[src/rtl/digit_scan_decoder.sv]
// digit_scan_decoder: registered one-hot digit enable from a manual index or a prescaled auto-scan counter.
// Define DIGIT_SCAN_BLANK_EN to insert a one-cycle blank on every auto-scan advance.
module digit_scan_decoder #(
    parameter int SEL_W      = 3,
    parameter int NUM_DIGITS = 8,
    parameter int PRESCALE   = 1000
) (
    input  logic                 clk,
    input  logic                 rst_n,
    input  logic                 en,
    input  logic                 mode,
    input  logic [SEL_W-1:0]     number,
    output logic [2**SEL_W-1:0]  res,
    output logic [SEL_W-1:0]     cur_sel,
    output logic                 step,
    output logic                 range_err
);
    localparam int N = 2**SEL_W;
    localparam int PW = PRESCALE > 1 ? $clog2(PRESCALE) : 1;
    localparam logic [SEL_W:0] LAST = (SEL_W+1)'(NUM_DIGITS - 1);
    localparam logic [PW-1:0] PMAX = PW'(PRESCALE - 1);

    logic [PW-1:0]    pre_q, pre_d;
    logic [SEL_W-1:0] sel_q, sel_d;
    logic [N-1:0]     res_q, res_d;
    logic             step_q, step_d, err_q, err_d, mode_q, adv;

    always_comb begin
        // a mode change forces mode_q != mode, so it always beats the terminal count
        adv    = en && mode && mode_q && pre_q == PMAX;
        pre_d  = pre_q;
        sel_d  = sel_q;
        err_d  = err_q;
        step_d = 1'b0;
        res_d  = '0;
        if (en) begin
            err_d  = !mode && {1'b0, number} > LAST;
            sel_d  = !mode ? number : adv ? ({1'b0, sel_q} >= LAST ? '0 : sel_q + 1'b1) : sel_q;
            pre_d  = (!mode || mode != mode_q || adv) ? '0 : pre_q + 1'b1;
            step_d = adv;
            res_d  = {1'b0, sel_d} > LAST ? '0 : N'(1) << sel_d;
`ifdef DIGIT_SCAN_BLANK_EN
            if (adv) res_d = '0;
`else
            res_d = res_d;
`endif
        end
    end

    always_ff @(posedge clk or negedge rst_n) begin
        if (!rst_n) begin
            pre_q  <= '0;
            sel_q  <= '0;
            res_q  <= '0;
            step_q <= 1'b0;
            err_q  <= 1'b0;
            mode_q <= 1'b0;
        end else begin
            pre_q  <= pre_d;
            sel_q  <= sel_d;
            res_q  <= res_d;
            step_q <= step_d;
            err_q  <= err_d;
            mode_q <= mode;
        end
    end

    assign res       = res_q;
    assign cur_sel   = sel_q;
    assign step      = step_q;
    assign range_err = err_q;
endmodule
[config.mk]
export PLATFORM = sky130hd
export DESIGN_NAME = digit_scan_decoder
export DESIGN_NICKNAME = d
export VERILOG_FILES = /design/src/rtl/digit_scan_decoder.sv
export SDC_FILE = /design/constraint.sdc
export NUM_CORES = 1
export LEC_CHECK = 0
export CAP_MARGIN = 20
export CELL_PAD_IN_SITES_DETAIL_PLACEMENT = 0
export CELL_PAD_IN_SITES_GLOBAL_PLACEMENT = 1
export CORE_MARGIN = 3
export CORE_UTILIZATION = 29
export DETAILED_ROUTE_END_ITERATION = 7
export PLACE_DENSITY = 0.65
export SLEW_MARGIN = 5
export SYNTH_ARGS = -nofsm -noshare
export SYNTH_HDL_FRONTEND = slang
export SYNTH_SLANG_ARGS = --single-unit
[constraint.sdc]
create_clock -name clk -period 2.5 [get_ports clk]
set_input_delay 0.5 -clock clk [delete_from_list [all_inputs] [get_ports clk]]
set_output_delay 0.5 -clock clk [all_outputs]
set_load 0.02 [all_outputs]
==> results of run 1 <==
==> state kept, by name, summed over array words and instances (netlist names) <==
register  count
pre_q        10
res           8
step          1
cur_sel       3
mode_q        1
==> how the worst max path moves through the flow <==
stage	cells after the start	slack, ns	endpoint	start
2_1_floorplan	4	0.55	res[0]$_DFF_PN0_	pre_q[3]$_DFFE_PN0P_
3_3_place_gp	5	0.18	res[3]$_DFF_PN0_	mode
3_5_place_dp	5	0.16	res[3]$_DFF_PN0_	mode
4_1_cts	5	0.43	res[3]$_DFF_PN0_	mode
5_1_grt	5	0.33	res[7]$_DFF_PN0_	mode
6_report	5	0.43	res[7]$_DFF_PN0_	mode
==> power groups by stage <==
stage	clock (µW)	sequential, µW	combinational, µW
5_1_grt	250	405	158
3_5_place_dp	0	410	146
4_1_cts	235	402	146
2_1_floorplan	0	425	62.3
3_3_place_gp	0	409	147
6_report	225	402	145
==> routing by layer <==
metal / track usage (%) / vias to the layer above
met3: 2.62 / 2
li1: - / 436
met2: 14.3 / 26
met1: 14.1 / 391
met4: 2.60 / 0
met5: 0 / -
==> metrics by stage <==
stage | cell area, µm² | hold WS, ns | instances
after floorplan | 1150 | 0.204 | 105
after global placement | 1420 | 0.514 | 174
after detailed placement | 1420 | 0.516 | 174
after CTS | 1460 | 0.536 | 178
after global routing | 1460 | 0.554 | 178
final | 1460 | 0.530 | 178
==> Yosys cell counts, drive strengths merged (4+ instances only) <==
| library cell | n |
|---|---|
| inv | 4 |
| nand4 | 6 |
| nand2 | 5 |
| o2111a | 4 |
| nor2 | 9 |
| mux2i | 4 |
| dfrtp | 23 |
| xnor2 | 4 |
| nor4 | 7 |
| nor3 | 4 |
==> layout by cell type, fill, tap and decap left out, drive strengths merged <==
master,n
a21o,1
a21oi,2
a31o,1
a31oi,1
a41oi,1
and3,1
buf,6
clkbuf,3
clkdlybuf4s50,18
clkinv,1
conb,1
dfrtp,23
ha,3
inv,4
mux2,3
mux2i,4
nand2,5
nand2b,1
nand3,3
nand4,6
nor2,9
nor2b,2
nor3,4
nor4,7
o2111a,4
o21a,1
o21ai,3
o2bb2ai,2
or2,1
or2b,1
or3,1
xnor2,4
xor2,3
==> worst reg2reg max path, stage by stage (launching register included) <==
cell and delay (ns):
sky130_fd_sc_hd__dfrtp_1 0.44, sky130_fd_sc_hd__or2_2 0.35, sky130_fd_sc_hd__nor4_4 0.42, sky130_fd_sc_hd__mux2_2 0.44
sky130_fd_sc_hd__nor4_1 0.24
==> cell type report <==
cell class	instances	share of cell area (%)
sequential	23	39.3
tap	48	4.11
multi-input combinational	75	37.0
clock buffer	3	2.82
clock inverter	1	0.342
inverter	4	1.03
timing repair buffer	24	15.4
==> logic make-up (layout without fill, tap and decap cells) <==
group | Yosys count | count (layout) | share of synthesized area (%)
AND/OR/NAND/NOR | 41 | 41 | 20.6
other | 1 | 1 | 0.325
buffers and inverters | 7 | 32 | 3.25
multiplexers | 7 | 7 | 6.40
AO/OA/AOI/OAI | 16 | 16 | 11.0
flip-flops | 23 | 23 | 49.9
adder cells (fa/ha/maj) | 3 | 3 | 3.25
XOR/XNOR | 7 | 7 | 5.31
==> run summary, run 1 <==
hold-critical path depth: 1
clock tree from TritonCTS: yes
transition time of the tightest slew-check pin: 0.566 ns
Final nets: 141
DR WL met3: 113 µm
class of the tightest hold or removal check: reg -> reg
Synth area leader: sky130_fd_sc_hd__dfrtp_1
startpoint types: primary input
storage element area: 576 µm²
number of nets with antenna violations after detailed routing: 0
average detailed-routed wire length per instance: 12.4 µm
hold path startpoint: pre_q[1]$_DFFE_PN0P_
overall power: 772 µW
Crit path required time: 2.66 ns
EDFF count, synth: 0
buffers from clock root to sink, at most: 2
arrival time reported for the critical path endpoint: 2.23 ns
overall fraction of global-route tracks in use: 9.74%
total half-perimeter wirelength after legalization and detailed placement: 1670 µm
Finished Core Util: 39.1%
pre-CTS worst setup slack: 0.155 ns
Die Ht: 69.1 µm
standby leakage power: 0.000621 µW
highest fanout seen on the critical path: 6
Avg Synthesized Cell Area: 11.0 µm²
overall die area: 4770 µm²
post-synth cell types: 34
Layout Skew: 0.00129 ns
DRC errors left: 0
vias after detailed routing: 855
io pins: 20
Worst Path Buf+Inv: 1
share of synthesized registers carrying an async set or reset: 100%
Multi-input gate area: 541 µm²
fraction of post-synthesis cell area in the top cell type by area: 49.9%
total of flip-flops plus latches after synthesis: 23
outcome: finished clean
Hold Violations, Final: 0
Worst R2R Setup Slack: 0.50 ns
Final TNS setup: 0 ns
slowest library cell on the worst path: sky130_fd_sc_hd__clkdlybuf4s50_1
Reg clk slew, reported paths: 0.08 ns
setup repair after global routing missed its margin: false
fraction of layout instances using a drive strength above 1: 14.6%
wire length of the first global-routing pass: 3830 µm
clock insertion delay at the later pin of the skew report: 0.26 ns
combinational share of power: 18.8%
Synth-to-Final Area Change: 26.8%
count of pins over their slew limit: 0
clock buffer count from CTS: 3
remaining global-route overflow: 0
most instantiated flip-flop cell in the synthesis netlist: sky130_fd_sc_hd__dfrtp_1
origin of the critical flop-to-flop path: pre_q[3]$_DFFE_PN0P_
Met1 Routed Length: 1160 µm
cts repair resizes: 0
number of port buffers: 18
starting density of the core: 30.8%
postcts setup bufs: 0
Die X: 69.1 µm
Std-Cell Rows: 22
# hold bufs at CTS: 0
vias in the first global route: 816
power share of the clock group: 29.1%
kind of end point of the critical path: flip-flop
total of endpoints with negative setup slack in the final report: 0
final estimated routing congestion in global placement: 0.787
leading cell types by total area after synthesis: sky130_fd_sc_hd__dfrtp_1 (50%), sky130_fd_sc_hd__o2111a_1 (3.9%), sky130_fd_sc_hd__mux2i_1 (3.5%)
Worst Reg-to-Reg Cells: 4
Power Density: 528 nW/µm²
total standard cell area after synthesis: 1150 µm²
part of the total power dissipated in sequential elements: 52.1%
max-capacitance violation count: 0
TritonRoute pass-1 iters: 4
Worst Hold End: pre_q[1]$_DFFE_PN0P_
sequential share of the synthesized area: 49.9%
total number of H-tree levels: 1
uppermost signal routing layer after detailed routing: met4
total clock sinks: 23
cells along the critical path: clkdlybuf4s50_1 > nand2_1 > nor4_4 > mux2_2 > nor4_1
fin crit share: 82.7%
slew margin rel.: 61.9%
shortest period the worst path allows: 2.07 ns
total internal power: 566 µW
net load switching power: 205 µW
critical path class: in -> reg
total wirelength of the detailed-routed design: 2220 µm
detailed route wirelength on metal2: 929 µm
pin count of the biggest net entering global routing: 24
# diodes: 0
Peak supply drop: 0.306 mV
largest incremental delay on the critical path: 0.48 ns
achievable clock frequency: 483 MHz
family of cells with the greatest summed delay on the critical path: simple AND/OR/NAND/NOR gates
CTS root buf: sky130_fd_sc_hd__clkbuf_8
reg2reg end: res[7]$_DFF_PN0_
number of antenna violations at the first check in global routing: 0
syn_nets: 115
synthesized instance count: 105
switching power as a share of total power: 26.6%
total number of yosys warnings: 0
filler cell count: 400
count of routing violations after the opening detailed-route iteration: 14
Placeable Area: 3740 µm²
final critical-path setup slack: 0.432 ns
Via density: 4.80
Power figures use the tool's default switching activity.
==> run 2, diff against run 1 <==
==> constraint.sdc (replaced) <==
create_clock -name clk -period 2 [get_ports clk]
set_input_delay 0.4 -clock clk [delete_from_list [all_inputs] [get_ports clk]]
set_output_delay 0.4 -clock clk [all_outputs]
set_load 0.02 [all_outputs]
==> run 2 against run 1 <==
Net effect:
- cell count up 5.1%
- power up 28%
- die area unchanged
- sequential power up 25%
- highest routed layer unchanged
- non-clock buffer count up 9
- setup slack worse by 0.28 ns
- critical path type unchanged
- largest cell class unchanged
==> run summary, run 2 (synthesis results as in run 1) <==
outcome: finished clean
wire length of the first global-routing pass: 3910 µm (+2.0%)
# diodes: 0 (unchanged)
standby leakage power: 0.000668 µW (+7.5%)
Finished Core Util: 41.0% (+2.0 points)
final critical-path setup slack: 0.149 ns (-0.283 ns)
fin crit share: 92.6%
total number of H-tree levels: 1 (unchanged)
cts repair resizes: 0 (unchanged)
pre-CTS worst setup slack: -0.150 ns (-0.305 ns)
buffers from clock root to sink, at most: 2 (unchanged)
achievable clock frequency: 540 MHz
CTS root buf: sky130_fd_sc_hd__clkbuf_8
Die Ht: 69.1 µm (unchanged)
highest fanout seen on the critical path: 6 (unchanged)
Final nets: 150 (+6.4%)
starting density of the core: 30.8% (unchanged)
total wirelength of the detailed-routed design: 2270 µm (+2.4%)
top library cells by usage in the layout, fill and taps aside: sky130_fd_sc_hd__dfrtp_1 (23), sky130_fd_sc_hd__clkdlybuf4s50_1 (18), sky130_fd_sc_hd__buf_4 (15)
total of endpoints with negative setup slack in the final report: 0 (unchanged)
class of the tightest hold or removal check: in -> async
Peak supply drop: 0.251 mV (-18%)
number of port buffers: 18 (unchanged)
slew margin rel.: 58.1% (-3.8 points)
max-capacitance violation count: 0 (unchanged)
shortest period the worst path allows: 1.85 ns
arrival time reported for the critical path endpoint: 2.02 ns (-0.21 ns)
Die X: 69.1 µm (unchanged)
placed instance area: 1480 µm² (+4.8%)
Placeable Area: 3740 µm² (unchanged)
average detailed-routed wire length per instance: 12.1 µm (-2.5%)
postcts setup bufs: 0 (unchanged)
vias in the first global route: 817 (+0.12%)
Layout Skew: 0.00307 ns (+0.00178 ns)
total half-perimeter wirelength after legalization and detailed placement: 1740 µm (+3.9%)
TritonRoute pass-1 iters: 4 (unchanged)
critical path class: in -> reg
total clock sinks: 23 (unchanged)
Power Density: 645 nW/µm² (+22%)
count of routing violations after the opening detailed-route iteration: 24 (+10)
clock buffer count from CTS: 3 (unchanged)
overall die area: 4770 µm² (unchanged)
setup repair after global routing missed its margin: false
DRC errors left: 0 (unchanged)
count of pins over their slew limit: 0 (unchanged)
Via density: 4.74 (-1.3%)
startpoint types: primary input
filler cell count: 389 (-2.8%)
Reg clk slew, reported paths: 0.09 ns (about the same)
clock tree from TritonCTS: yes
overall fraction of global-route tracks in use: 9.97% (+0.23 points)
design area: 1540 µm² (+5.0%)
number of flip-flops in the largest register: 10 (unchanged)
remaining global-route overflow: 0 (unchanged)
most flop-heavy register: pre_q
vias after detailed routing: 887 (+3.7%)
Synth-to-Final Area Change: 33.2%
transition time of the tightest slew-check pin: 0.623 ns (+0.0569 ns)
clock insertion delay at the later pin of the skew report: 0.26 ns (about the same)
Std-Cell Rows: 22 (unchanged)
# hold bufs at CTS: 0 (unchanged)
pin count of the biggest net entering global routing: 24 (unchanged)
number of nets with antenna violations after detailed routing: 0 (unchanged)
most frequent standard cell in the layout excluding fill and tap cells: sky130_fd_sc_hd__dfrtp_1
fraction of layout instances using a drive strength above 1: 20.9% (+6.2 points)
io pins: 20 (unchanged)
number of antenna violations at the first check in global routing: 0 (unchanged)
Hold Violations, Final: 0 (unchanged)
kind of end point of the critical path: flip-flop
final estimated routing congestion in global placement: 0.798 (+1.5%)
Crit path required time: 2.17 ns (-0.49 ns)
run 2: worst paths after layout:
path / start / end / slack [ns] / cells past startpoint
worst max-delay path: mode / res[7]$_DFF_PN0_ / 0.15 / 6
worst min-delay path: rst_n / res[0]$_DFF_PN0_ / 0.48 / 2
worst max register to register: pre_q[5]$_DFFE_PN0P_ / res[7]$_DFF_PN0_ / 0.17 / 5
worst min register to register: pre_q[1]$_DFFE_PN0P_ / pre_q[1]$_DFFE_PN0P_ / 0.53 / 1
max in group asynchronous: rst_n / pre_q[8]$_DFFE_PN0P_ / 1.30 / 2
min in group clk: pre_q[1]$_DFFE_PN0P_ / pre_q[1]$_DFFE_PN0P_ / 0.53 / 1
run 2: per-layer routing:
layer | global-route usage (%) | part of all wire [%]
met2 | 13.6 | 43
met5 | 0 | 0
met1 | 15.2 | 51
met4 | 3.90 | 1.4
met3 | 2.04 | 4.5
run 2: layout make-up:
| cell class | instances | area [µm²] | area share, % |
|---|---|---|---|
| sequential | 23 | 576 | 37.5 |
| multi-input combinational | 75 | 547 | 35.6 |
| timing repair buffer | 33 | 293 | 19.1 |
| tap | 48 | 60.1 | 3.91 |
| clock buffer | 3 | 41.3 | 2.69 |
| inverter | 4 | 15.0 | 0.977 |
| clock inverter | 1 | 5.00 | 0.326 |
run 2: power breakdown:
group	switching, µW	internal, µW	leakage (µW)
clock network	153	139	0.0000255
logic	104	94.1	0.000332
registers	15.7	485	0.000311
run 2: critical path, stage by stage:
cell and delay (ns):
sky130_fd_sc_hd__clkdlybuf4s50_1 0.47, sky130_fd_sc_hd__nand2_1 0.10, sky130_fd_sc_hd__nor4_4 0.25, sky130_fd_sc_hd__buf_4 0.19
sky130_fd_sc_hd__mux2_2 0.39, sky130_fd_sc_hd__nor4_1 0.23
run 2: metrics by stage:
step	TNS, ns	total power (µW)	hold WS (ns)	instances
floorplan	0	609	0.104	105
global placement	-0.611	705	0.524	183
detailed placement	-0.845	707	0.508	183
CTS	0	1000	0.494	187
global route	0	1040	0.504	187
finish	0	991	0.478	187
==> run 3, diff against run 2 <==
--- a/config.mk
+++ b/config.mk
@@ -11,7 +11,7 @@
 export CORE_MARGIN = 3
 export CORE_UTILIZATION = 29
 export DETAILED_ROUTE_END_ITERATION = 7
-export PLACE_DENSITY = 0.65
+export PLACE_DENSITY = 0.67
 export SLEW_MARGIN = 5
 export SYNTH_ARGS = -nofsm -noshare
 export SYNTH_HDL_FRONTEND = slang
==> constraint.sdc (replaced) <==
create_clock -name clk -period 1.6 [get_ports clk]
set_input_delay 0.32 -clock clk [delete_from_list [all_inputs] [get_ports clk]]
set_output_delay 0.32 -clock clk [all_outputs]
set_load 0.02 [all_outputs]
==> run 3 against run 2 <==
Net effect:
- the run now ends with negative setup slack left
- first-iteration DRC count increased by 92%
- die area unchanged
- cell count increased by 7.0%
- combinational power increased by 57%
- clock power increased by 24%
- global-route usage increased by 1.3 points
- via count increased by 6.2%
- flip-flop and latch count unchanged
- power increased by 31%
- register-to-register slack got worse by 0.27 ns
- sequential share of layout area decreased by 4.4 points
- cell area increased by 13%
- largest cell class is now multi-input gates
- highest routed layer unchanged
==> run summary, run 3 (synthesis results as in run 1) <==
slew margin rel.: 46.4% (-12 points)
clock insertion delay at the later pin of the skew report: 0.26 ns (about the same)
starting density of the core: 30.8% (unchanged)
fin crit share: 106%
number of nets with antenna violations after detailed routing: 0 (unchanged)
vias after detailed routing: 942 (+6.2%)
family of cells with the greatest summed delay on the critical path: simple AND/OR/NAND/NOR gates
Reg clk slew, reported paths: 0.09 ns (about the same)
combinational share of power: 24.0% (+4.0 points)
achievable clock frequency: 589 MHz
Std-Cell Rows: 22 (unchanged)
cells along the critical path: or2_4 > nor4_4 > buf_6 > mux2i_2 > buf_4 > o2111a_1
total clock sinks: 23 (unchanged)
critical path class: reg -> reg
Synth-to-Final Area Change: 50.8%
top library cells by usage in the layout, fill and taps aside: sky130_fd_sc_hd__buf_4 (26), sky130_fd_sc_hd__dfrtp_1 (23), sky130_fd_sc_hd__clkdlybuf4s50_1 (14)
average detailed-routed wire length per instance: 13.3 µm (+9.6%)
final estimated routing congestion in global placement: 0.802 (+0.49%)
max-capacitance violation count: 0 (unchanged)
shortest period the worst path allows: 1.70 ns
switching power as a share of total power: 28.5% (+0.94 points)
part of the total power dissipated in sequential elements: 47.9% (-2.6 points)
hold slack final: 0.397 ns (-0.0806 ns)
total internal power: 925 µW (+29%)
number of antenna violations at the first check in global routing: 0 (unchanged)
vias in the first global route: 956 (+17%)
final critical-path setup slack: -0.0978 ns (-0.247 ns)
DRC errors left: 0 (unchanged)
total of endpoints with negative setup slack in the final report: 12 (+12)
net load switching power: 368 µW (+35%)
Crit path required time: 1.81 ns (-0.36 ns)
fraction of layout instances using a drive strength above 1: 36.8% (+16 points)
Die Ht: 69.1 µm (unchanged)
count of routing violations after the opening detailed-route iteration: 46 (+92%)
TritonRoute pass-1 iters: 4 (unchanged)
number of port buffers: 18 (unchanged)
arrival time reported for the critical path endpoint: 1.90 ns (-0.12 ns)
Multi-input gate area: 661 µm² (+21%)
io pins: 20 (unchanged)
most frequent standard cell in the layout excluding fill and tap cells: sky130_fd_sc_hd__buf_4
# hold bufs at CTS: 0 (unchanged)
Placeable Area: 3740 µm² (unchanged)
total number of H-tree levels: 1 (unchanged)
Worst Reg-to-Reg Cells: 6 (+1)
class of the tightest hold or removal check: in -> async
buffers from clock root to sink, at most: 2 (unchanged)
CTS root buf: sky130_fd_sc_hd__clkbuf_8
Worst Path Buf+Inv: 2 (unchanged)
clock tree from TritonCTS: yes
Worst R2R Setup Slack: -0.1 ns (-0.27 ns)
violations in the final reports: negative setup slack
Final nets: 163 (+8.7%)
slowest library cell on the worst path: sky130_fd_sc_hd__dfrtp_1
reg2reg end: res[5]$_DFF_PN0_
filler cell count: 371 (-4.6%)
highest fanout seen on the critical path: 7 (+1)
total wirelength of the detailed-routed design: 2660 µm (+17%)
Layout Skew: 0.00632 ns (+0.00324 ns)
pin count of the biggest net entering global routing: 24 (unchanged)
Via density: 4.71 (-0.70%)
# diodes: 0 (unchanged)
number of flip-flops in the largest register: 10 (unchanged)
design area: 1740 µm² (+13%)
count of pins over their slew limit: 0 (unchanged)
kind of end point of the critical path: flip-flop
Power Density: 744 nW/µm² (+15%)
Die X: 69.1 µm (unchanged)
standby leakage power: 0.000763 µW (+14%)
most flop-heavy register: pre_q
clock buffer count from CTS: 3 (unchanged)
total half-perimeter wirelength after legalization and detailed placement: 1880 µm (+8.2%)
outcome: complete, but fails checks
remaining global-route overflow: 0 (unchanged)
Hold Violations, Final: 0 (unchanged)
origin of the critical flop-to-flop path: pre_q[4]$_DFFE_PN0P_
power share of the clock group: 28.1% (-1.4 points)
wire length of the first global-routing pass: 4460 µm (+14%)
Peak supply drop: 0.426 mV (+70%)
placed instance area: 1590 µm² (+6.8%)
startpoint types: flip-flop
setup repair after global routing missed its margin: true
largest incremental delay on the critical path: 0.38 ns (-0.09 ns)
storage element area: 576 µm² (unchanged)
transition time of the tightest slew-check pin: 0.795 ns (+0.173 ns)
overall fraction of global-route tracks in use: 11.3% (+1.3 points)
overall die area: 4770 µm² (unchanged)
-- run 3: cell types whose count changed in the layout (fill, tap and decap cells not counted), moves of 4 or more --
cell	delta
sky130_fd_sc_hd__buf_4	+11
sky130_fd_sc_hd__clkdlybuf4s50_1	-4
sky130_fd_sc_hd__dlygate4sd2_1	+4
sky130_fd_sc_hd__mux2i_1	-4
sky130_fd_sc_hd__mux2i_2	+4
-- run 3: area by class of cell --
type / count / share of cell area (%)
clock buffer: 3 / 2.37
clock inverter: 1 / 0.288
inverter: 4 / 0.863
multi-input combinational: 76 / 38.0
sequential: 23 / 33.1
tap: 48 / 3.45
timing repair buffer: 45 / 21.9
-- run 3: worst max-delay path by stage --
| stage | cells after the start | from | slack, ns | endpoint |
|---|---|---|---|---|
| floorplan | 5 | pre_q[0]$_DFFE_PN0P_ | -0.25 | res[0]$_DFF_PN0_ |
| global placement | 6 | en | -0.46 | res[6]$_DFF_PN0_ |
| detailed placement | 6 | en | -0.49 | res[3]$_DFF_PN0_ |
| CTS | 6 | pre_q[4]$_DFFE_PN0P_ | -0.09 | res[5]$_DFF_PN0_ |
| global route | 7 | pre_q[0]$_DFFE_PN0P_ | -0.19 | res[2]$_DFF_PN0_ |
| finish | 6 | pre_q[4]$_DFFE_PN0P_ | -0.1 | res[5]$_DFF_PN0_ |
-- run 3: power by group through the flow --
stage	Combinational [µW]	Clock (µW)	Sequential (µW)
6_report	311	363	620
5_1_grt	339	389	623
4_1_cts	310	366	620
3_5_place_dp	273	0	630
3_3_place_gp	272	0	628
2_1_floorplan	106	0	664
-- run 3: metal layers --
metal | wire length, µm | track usage [%] | vias to the layer above
li1 | - | - | 483
met1 | 1280 | 15.9 | 440
met2 | 1290 | 17.8 | 17
met3 | 83 | 1.90 | 2
met4 | 17 | 3.25 | 0
met5 | 0 | 0 | -
-- run 3: metrics by stage --
stage,setup TNS [ns],utilization (%),power [µW],instances,worst slack (ns)
floorplan,-2.43,-,769,105,-0.247
detailed placement,-7.95,42.3,903,194,-0.485
global route,-2.18,46.5,1350,200,-0.190
global placement,-7.46,42.3,900,194,-0.458
CTS,-0.655,46.5,1300,200,-0.0948
finish,-0.682,46.5,1290,200,-0.0978
-- run 3: worst reg2reg max path, stage by stage, from the launching register on --
cell and delay, ns:
sky130_fd_sc_hd__dfrtp_1 0.38, sky130_fd_sc_hd__or2_4 0.26, sky130_fd_sc_hd__nor4_4 0.22, sky130_fd_sc_hd__buf_6 0.19, sky130_fd_sc_hd__mux2i_2 0.25, sky130_fd_sc_hd__buf_4 0.16, sky130_fd_sc_hd__o2111a_1 0.18
-- run 3: timing repair --
item | CTS | global route
gates cloned | 1 | 0
buffers inserted | 1 | 0
gates resized for setup | 22 | 0
endpoints found under the setup margin | 22 | 19
pin swaps | 7 | 1
